===== config.mk =====
export PLATFORM = sky130hd
export DESIGN_NAME = tm1638_responder
export DESIGN_NICKNAME = d
export VERILOG_FILES = /design/src/rtl/tm1638_responder.sv
export SDC_FILE = /design/constraint.sdc
export NUM_CORES = 1
export LEC_CHECK = 0
export ABC_AREA = 1
export BUFFER_PORTS_ARGS = -buffer_cell sky130_fd_sc_hd__buf_2
export CORE_MARGIN = 1.5
export CORE_UTILIZATION = 30
export CTS_BUF_LIST = sky130_fd_sc_hd__clkbuf_8
export DETAILED_ROUTE_END_ITERATION = 12
export HOLD_SLACK_MARGIN = 0.08
export PLACE_DENSITY = 0.57
export SLEW_MARGIN = 40
export SYNTH_ARGS = -nofsm -noshare
export SYNTH_HDL_FRONTEND = slang
export SYNTH_SLANG_ARGS = --single-unit

===== constraint.sdc =====
create_clock -name clk -period 2.4 [get_ports clk]
set_clock_uncertainty 0.05 [all_clocks]
set_input_delay 0.24 -clock clk [delete_from_list [all_inputs] [get_ports clk]]
set_output_delay 0.24 -clock clk [all_outputs]
set_load 0.03 [all_outputs]

===== src/rtl/tm1638_responder.sv =====
// TM1638 device-side responder: decodes STB/CLK/DIO frames, holds the 16-byte display RAM,
// exports segments/LEDs/display control and returns the snapshotted key scan on a read command.
module tm1638_responder #(
  parameter int unsigned w_digit     = 8,
  parameter int unsigned w_led       = 8,
  parameter int unsigned w_key       = 8,
  parameter int unsigned sync_stages = 2
) (
  input  logic                 clk,
  input  logic                 rst,
  input  logic                 sio_clk,
  input  logic                 sio_stb,
  input  logic                 sio_data_in,
  output logic                 sio_data_out,
  output logic                 sio_data_oe,
  input  logic [w_key-1:0]     keys,
  output logic [w_digit*8-1:0] hgfedcba,
  output logic [w_led-1:0]     ledr,
  output logic                 display_on,
  output logic [2:0]           brightness,
  output logic                 frame_done,
  output logic                 cmd_err
);

  typedef enum logic [2:0] {
    StWaitIdle, StIdle, StCmd, StWrData, StRdKeys, StIgnore
  } state_e;

  // Chains reset low so a frame already in progress at reset cannot fake an STB fall.
  logic [sync_stages-1:0] clk_sync_q, stb_sync_q, dat_sync_q;
  logic                   clk_prev_q, stb_prev_q;
  logic                   clk_s, stb_s, dat_s;
  logic                   clk_rise, clk_fall, stb_rise, stb_fall;

  always_ff @(posedge clk) begin
    if (rst) begin
      clk_sync_q <= '0;
      stb_sync_q <= '0;
      dat_sync_q <= '0;
      clk_prev_q <= 1'b0;
      stb_prev_q <= 1'b0;
    end else begin
      clk_sync_q <= {clk_sync_q[sync_stages-2:0], sio_clk};
      stb_sync_q <= {stb_sync_q[sync_stages-2:0], sio_stb};
      dat_sync_q <= {dat_sync_q[sync_stages-2:0], sio_data_in};
      clk_prev_q <= clk_s;
      stb_prev_q <= stb_s;
    end
  end

  assign clk_s    = clk_sync_q[sync_stages-1];
  assign stb_s    = stb_sync_q[sync_stages-1];
  assign dat_s    = dat_sync_q[sync_stages-1];
  assign clk_rise = clk_s & ~clk_prev_q;
  assign clk_fall = ~clk_s & clk_prev_q;
  assign stb_rise = stb_s & ~stb_prev_q;
  assign stb_fall = ~stb_s & stb_prev_q;

  state_e          state_q, state_d;
  logic [7:0]      shift_q, shift_d;
  logic [2:0]      bit_cnt_q, bit_cnt_d;
  logic [5:0]      rd_cnt_q, rd_cnt_d;
  logic [3:0]      addr_q, addr_d;
  logic            mode_fixed_q, mode_fixed_d;
  logic            display_on_q, display_on_d;
  logic [2:0]      bright_q, bright_d;
  logic [7:0]      key_snap_q, key_snap_d;
  logic            oe_q, oe_d;
  logic            dout_q, dout_d;
  logic            frame_done_q, frame_done_d;
  logic            cmd_err_q, cmd_err_d;
  logic [15:0][7:0] ram_q;
  logic            ram_we;

  logic [7:0]  byte_full;
  logic        byte_done;
  logic [7:0]  keys_pad;
  logic [31:0] rd_word;

  assign byte_full = {dat_s, shift_q[7:1]};
  assign byte_done = clk_rise && (bit_cnt_q == 3'd7);
  assign keys_pad  = 8'(keys);

  // Read byte i carries key[i] in bit0 and key[i+4] in bit4.
  always_comb begin
    rd_word = '0;
    for (int i = 0; i < 4; i++) begin
      rd_word[8*i]     = key_snap_q[i];
      rd_word[8*i + 4] = key_snap_q[i+4];
    end
  end

  always_comb begin
    state_d      = state_q;
    shift_d      = shift_q;
    bit_cnt_d    = bit_cnt_q;
    rd_cnt_d     = rd_cnt_q;
    addr_d       = addr_q;
    mode_fixed_d = mode_fixed_q;
    display_on_d = display_on_q;
    bright_d     = bright_q;
    key_snap_d   = key_snap_q;
    oe_d         = oe_q;
    dout_d       = dout_q;
    frame_done_d = 1'b0;
    cmd_err_d    = 1'b0;
    ram_we       = 1'b0;

    case (state_q)
      StWaitIdle: if (stb_s) state_d = StIdle;
      StIdle: begin
        if (stb_fall) begin
          state_d   = StCmd;
          bit_cnt_d = '0;
        end
      end
      default: begin
        if (stb_rise) begin
          // STB rise beats any same-cycle CLK edge and drops a partial byte.
          state_d      = StIdle;
          oe_d         = 1'b0;
          dout_d       = 1'b0;
          bit_cnt_d    = '0;
          frame_done_d = 1'b1;
        end else begin
          if (clk_rise && (state_q == StCmd || state_q == StWrData)) begin
            shift_d   = byte_full;
            bit_cnt_d = bit_cnt_q + 3'd1;
          end
          case (state_q)
            StCmd: begin
              if (byte_done) begin
                case (byte_full[7:6])
                  2'b01: begin
                    mode_fixed_d = byte_full[2];
                    if (byte_full[1:0] == 2'b10) begin
                      state_d    = StRdKeys;
                      key_snap_d = keys_pad;
                      rd_cnt_d   = '0;
                    end else begin
                      state_d = StIgnore;
                    end
                  end
                  2'b10: begin
                    display_on_d = byte_full[3];
                    bright_d     = byte_full[2:0];
                    state_d      = StIgnore;
                  end
                  2'b11: begin
                    addr_d  = byte_full[3:0];
                    state_d = StWrData;
                  end
                  default: begin
                    cmd_err_d = 1'b1;
                    state_d   = StIgnore;
                  end
                endcase
              end
            end
            StWrData: begin
              if (byte_done) begin
                ram_we = 1'b1;
                if (!mode_fixed_q) addr_d = addr_q + 4'd1;
              end
            end
            StRdKeys: begin
              if (clk_fall && rd_cnt_q < 6'd32) begin
                oe_d     = 1'b1;
                dout_d   = rd_word[rd_cnt_q[4:0]];
                rd_cnt_d = rd_cnt_q + 6'd1;
              end else if (clk_rise && rd_cnt_q == 6'd32) begin
                oe_d    = 1'b0;
                dout_d  = 1'b0;
                state_d = StIgnore;
              end
            end
            default: ;
          endcase
        end
      end
    endcase
  end

  always_ff @(posedge clk) begin
    if (rst) begin
      state_q      <= StWaitIdle;
      shift_q      <= '0;
      bit_cnt_q    <= '0;
      rd_cnt_q     <= '0;
      addr_q       <= '0;
      mode_fixed_q <= 1'b0;
      display_on_q <= 1'b0;
      bright_q     <= '0;
      key_snap_q   <= '0;
      oe_q         <= 1'b0;
      dout_q       <= 1'b0;
      frame_done_q <= 1'b0;
      cmd_err_q    <= 1'b0;
      ram_q        <= '0;
    end else begin
      state_q      <= state_d;
      shift_q      <= shift_d;
      bit_cnt_q    <= bit_cnt_d;
      rd_cnt_q     <= rd_cnt_d;
      addr_q       <= addr_d;
      mode_fixed_q <= mode_fixed_d;
      display_on_q <= display_on_d;
      bright_q     <= bright_d;
      key_snap_q   <= key_snap_d;
      oe_q         <= oe_d;
      dout_q       <= dout_d;
      frame_done_q <= frame_done_d;
      cmd_err_q    <= cmd_err_d;
      if (ram_we) ram_q[addr_q] <= byte_full;
    end
  end

  for (genvar d = 0; d < w_digit; d++) begin : g_digit
    assign hgfedcba[8*d +: 8] = ram_q[2*d];
  end
  for (genvar d = 0; d < w_led; d++) begin : g_led
    assign ledr[d] = ram_q[2*d+1][0];
  end

  // Odd-byte upper bits and any non-exported bytes are storage only.
  logic unused_ram;
  assign unused_ram = ^ram_q;

  assign sio_data_out = dout_q;
  assign sio_data_oe  = oe_q;
  assign display_on   = display_on_q;
  assign brightness   = bright_q;
  assign frame_done   = frame_done_q;
  assign cmd_err      = cmd_err_q;

endmodule

; ---- Yosys cells after proc, flatten, opt, wreduce, memory -nomap -nowiden
; Index checks and enable logic that the tools add are counted.
[op_classes]
n_addsub = 3
order_cmp = 4
n_eq_ne = 22
mux = 42
n_bitwise = 13
n_reduce_logical = 26
[ops]
columns = cell, count
row1 = 128-bit bitwise mux, 1
row2 = 8-bit demux with 4-bit select, 1
row3 = 3-bit 2-to-1 mux, 9
row4 = 6-bit 2-to-1 mux, 4
row5 = 3-bit case mux with 2 select lines, 4
row6 = 4-bit 2-to-1 mux, 4
row7 = 1-bit 2-to-1 mux, 15
row8 = "5-bit by 3-bit != test with 1-bit output, second input constant", 3
row9 = 7-bit AND reduction, 2
row10 = "2-bit != test, second input constant", 6
row11 = 6-bit case mux with 2 select lines, 1
row12 = 6-bit AND reduction, 2
row13 = 5-bit AND reduction, 2
row14 = 1-bit NOT, 9
row15 = 3-bit AND reduction, 3
row16 = 8-bit 2-to-1 mux, 1
row17 = 4-bit case mux with 2 select lines, 1
row18 = "6-bit by 1-bit adder with 6-bit output, second input constant", 1
row19 = "2-bit == test, second input constant", 3
row20 = "3-bit by 2-bit == test with 1-bit output, second input constant", 2
row21 = "3-bit == test, second input constant", 2
row22 = "6-bit == test, second input constant", 1
row23 = "5-bit by 6-bit < comparator with 1-bit output, second input constant", 1
row24 = "6-bit < comparator, second input constant", 1
row25 = 18 further kinds, 31
[totals]
ff_bits = 177
in_bits = 13
out_inout_bits = 80
word_cells = 144

; ---- Logic depth before layout (Yosys ltp)
[logic_depth]
ltp_word = 8
depth_mapped = 12
mapped_depth_nobuf = 12

; ---- Least setup slack after synthesis
; Ideal clock, no wire load.
[synth_timing]
path_type = flip-flop to flip-flop
start = register bit_cnt_q[0]
end = register ram_q (netlist bit hgfedcba[5])
setup_time_ps = 119
t_arrival_ps = 1571
required_time_ps = 2231
slack_ps = 660
stages_incl_launch_ff = 10
path_buffers = 2
synth_period_minus_slack_ps = 1740
path_cell_list = dfxtp_1 > ha_1 > ha_1 > nand3_1 > nor3_4 > buf_6 > nand3_4 > buf_6 > o21ai_0 > a21oi_1
[synth_via]
elab_chain_cells = 6
[synth_lines]
columns = item, line
row1 = from (decl), 61  ; logic [2:0] bit_cnt_q, bit_cnt_d;
row2 = from (signal assigned), 203  ; bit_cnt_q <= bit_cnt_d;
row3 = 3-bit == test, 81  ; assign byte_done = clk_rise && (bit_cnt_q == 3'd7);
row4 = 1-bit logical AND, 81
row5 = 1-bit 2-to-1 mux, 161  ; if (byte_done) begin
row6 = 1-bit 2-to-1 mux, 130  ; case (state_q)
row7 = 1-bit 2-to-1 mux, 118  ; if (stb_rise) begin
row8 = 1-bit 2-to-1 mux, 109  ; case (state_q)
row9 = "to (signal, indexed assignment)", 214  ; if (ram_we) ram_q[addr_q] <= byte_full;
row10 = to (decl), 72  ; logic [15:0][7:0] ram_q;
; Every way passes these cells.
; A chain may end at the register's enable or synchronous reset.

; ---- Worst setup path in the final report
[layout_timing]
start = register bit_cnt_q[0]
end = register ram_q (netlist bit hgfedcba[23])
; Same word-level chain as after synthesis.

==> results.yml <==
synth:
  synth_top_area_share_pct: 47.8
  synth_most_common_cell: "dfxtp_1"
  synth_cell_type_count: 27
  synth_ff_type: "dfxtp_1"
  synth_area_mm2: 0.00502
  synth_nets: 693
  synthCells: 672
  synthArstFlopShare_pct: 0
  synth-seq-cells: 120
  yosysTopAreaCell: "dfxtp_1"
  yosys_warnings: 0
  seq_area_frac_synth_pct: 47.8
  synth_edf_count: 0
  yosys-top-cells-area: "dfxtp_1 (48%), a21oi_1 (11%), o21ai_0 (9.4%)"
  synthTopCellsByCount: "dfxtp_1 (120), a21oi_1 (106), inv_1 (103)"
  syn_avg_cell_area_um2: 7.47
global_routing:
  grt_max_degree: 91
  grt_usage_pct: 14.7
  antenna_found_initial: 0
  grt_pass1_vias: 3976
  overflow: 0
  grt_pass1_wl_um: 20400
power:
  power_density_mw_per_mm2: 739
  ir_drop_mv: 0.398
  combPwrFrac_pct: 16.8
  switching_share_pct: 30.5
  power_leakage_nw: 2.54
  p_sw_w: 0.00139
  cellInternalPower_w: 0.00317
  clockPowerShare_pct: 36.9
  seqPwrFrac_pct: 46.2
hold_path:
  min_from: "rst"
  hold_end: "clk_prev_q"
  hold_depth: 3
  hold_class: "in2reg"
critical_path:
  critPathCaptureType: "register"
  regToRegSetupSlack_ns: 0.33
  cp.arrival_ns: 2.34
  crit_path_start_kind: "register"
  path_class: "reg2reg"
  cp.required_ns: 2.67
  r2r_start: "bit_cnt_q[0]"
  cp_max_fo: 16
  ff2ff_path_depth: 8
  worstReg2RegEnd: "hgfedcba[23]"
clocking:
  cts_tree: "yes"
  cts.sinks: 120
  htreeDepth: 4
  post_cts_buffers: 0
  clk_pin_slew_worst_paths_ns: 0.07
  cts.path.max_buffers: 2
  root_buffer: "clkbuf_8"
  clkLatencyLatePin_ns: 0.44
  cts_buffers: 17
die:
  core_mm2: 0.0165
  start_util_pct: 30.5
  io_pins: 93
  die_x_um: 132
  dieArea_mm2: 0.0175
  rows: 47
  fp.dieH_um: 132
placed_design:
  gp_congestion: 0.795
  dp_slack_ns: 0.162
  portBuffers: 92
  hpwl_um: 8260
final_layout:
  drive_gt1_share_pct: 19.7
  fillers: 1778
  nets: 788
  syn2layout_area_growth_pct: 22.9
  diodes: 0
  regArea_mm2: 0.00240
  multi_input_comb_area_mm2: 0.00207
flow_run:
  maxCapViolCount: 0
sta:
  min_period_over_period_pct: 86.4
  setup_viol: 0
  timing_hold_violations_final: 0
  tightest_slew_ns: 0.791
  slew_headroom_pct: 47.2
  period_minus_slack_ns: 2.07
  timing.fmax_mhz: 482
  worst_slack_ns: 0.327
  fin_setup_tns_ns: 0
  rsz0062_at_grt: "false"
  finalMaxSlewViolations: 0
detailed_routing:
  drt_iter0_drc: 276
  via_count: 4414
  drtPass1Iterations: 4
  drtAntennaViolNets: 0
  vias_per_cell: 4.41
  drc_errors: 0
  wl_per_cell_um: 12.5
  drt_wl_total_um: 12500
status:
  status: "complete, no violations"
-- layout by cell type (no fill, tap or decap), types with 4 or more instances in the layout --
cell	n
dfxtp_1	120
a21oi_1	106
inv_1	105
o21ai_0	94
buf_2	92
nand2_1	82
nor2_1	44
nand3_1	34
clkbuf_8	21
nand4_1	11
dlygate4sd3_1	11
buf_4	10
ha_1	8
nand3_2	7
clkinv_2	7
inv_2	5
xor2_1	4
-- worst max path at each step --
stage,startpoint,endpoint,slack [ns],cells past startpoint
after floorplan,bit_cnt_q[0],hgfedcba[5],0.66,9
after global placement,bit_cnt_q[0],hgfedcba[24],0.24,8
after detailed placement,bit_cnt_q[0],hgfedcba[22],0.16,8
after CTS,bit_cnt_q[0],hgfedcba[22],0.15,8
after global routing,bit_cnt_q[0],hgfedcba[22],0.06,8
final,bit_cnt_q[0],hgfedcba[23],0.33,8
-- repair_timing --
item,in CTS,in global routing
endpoints found under the hold margin,11,0
hold buffers,11,0
resized for setup,0,6
endpoints found under the setup margin,0,41
-- final cells by class --
| cell class | instances | area share (%) |
|---|---|---|
| Tap cell | 220 | 4.46 |
| Timing Repair Buffer | 113 | 10.5 |
| Multi-Input combinational cell | 406 | 33.5 |
| Sequential cell | 120 | 38.9 |
| Clock inverter | 11 | 1.30 |
| Inverter | 109 | 6.63 |
| Clock buffer | 21 | 4.68 |
-- cell families (layout without fill, tap and decap cells) --
group / count (synthesis) / count (layout) / share of synthesized area, %
AO/OA/AOI/OAI: 201 / 201 / 20.1
AND/OR/NAND/NOR: 192 / 192 / 17.6
buffers and inverters: 146 / 254 / 11.5
flip-flops: 120 / 120 / 47.8
adder cells (fa/ha/maj): 8 / 8 / 1.99
XOR/XNOR: 5 / 5 / 0.872
-- through the flow --
stage	utilization, %	area (um^2)	hold slack (ns)	instances	total power [W]
floorplan	-	5020	0.297	672	0.00272
global placement	34.4	5660	0.345	957	0.00291
detailed placement	34.4	5660	0.347	957	0.00290
CTS	37.3	6140	0.229	1000	0.00462
global route	37.5	6170	0.262	1000	0.00484
finish	37.5	6170	0.251	1000	0.00456
-- metal layers --
metal,vias up,global-route usage (%),routed length [um]
li1,2368,-,-
met1,1937,19.8,6350
met3,16,3.58,493
met4,0,6.04,169
met5,-,0,0
met2,93,22.5,5500
-- worst max-delay path, stage by stage, from the launching register on --
cell and delay, ns:
dfxtp_1 0.36, ha_1 0.16, ha_1 0.14, nand3_1 0.19, nor3_4 0.16, buf_4 0.27
nand3_2 0.29, o21ai_0 0.26, a21oi_1 0.06
-- state kept, by name, summed over array words and instances, names as in the netlist, 2 cells and up --
signal	cells
hgfedcba	64
key_snap_q	8
ledr	8
shift_q	7
rd_cnt_q	6
addr_q	4
bit_cnt_q	3
brightness	3
state_q	3
clk_sync_q	2
dat_sync_q	2
stb_sync_q	2
-- power by group through the flow --
stage / clock network (W) / logic [W] / registers [W]
2_1_floorplan: 0 / 0.000583 / 0.00213
3_3_place_gp: 0 / 0.000755 / 0.00215
5_1_grt: 0.00184 / 0.000882 / 0.00212
3_5_place_dp: 0 / 0.000746 / 0.00215
4_1_cts: 0.00175 / 0.000765 / 0.00211
6_report: 0.00168 / 0.000767 / 0.00211
(Power assumes the default switching activity.)
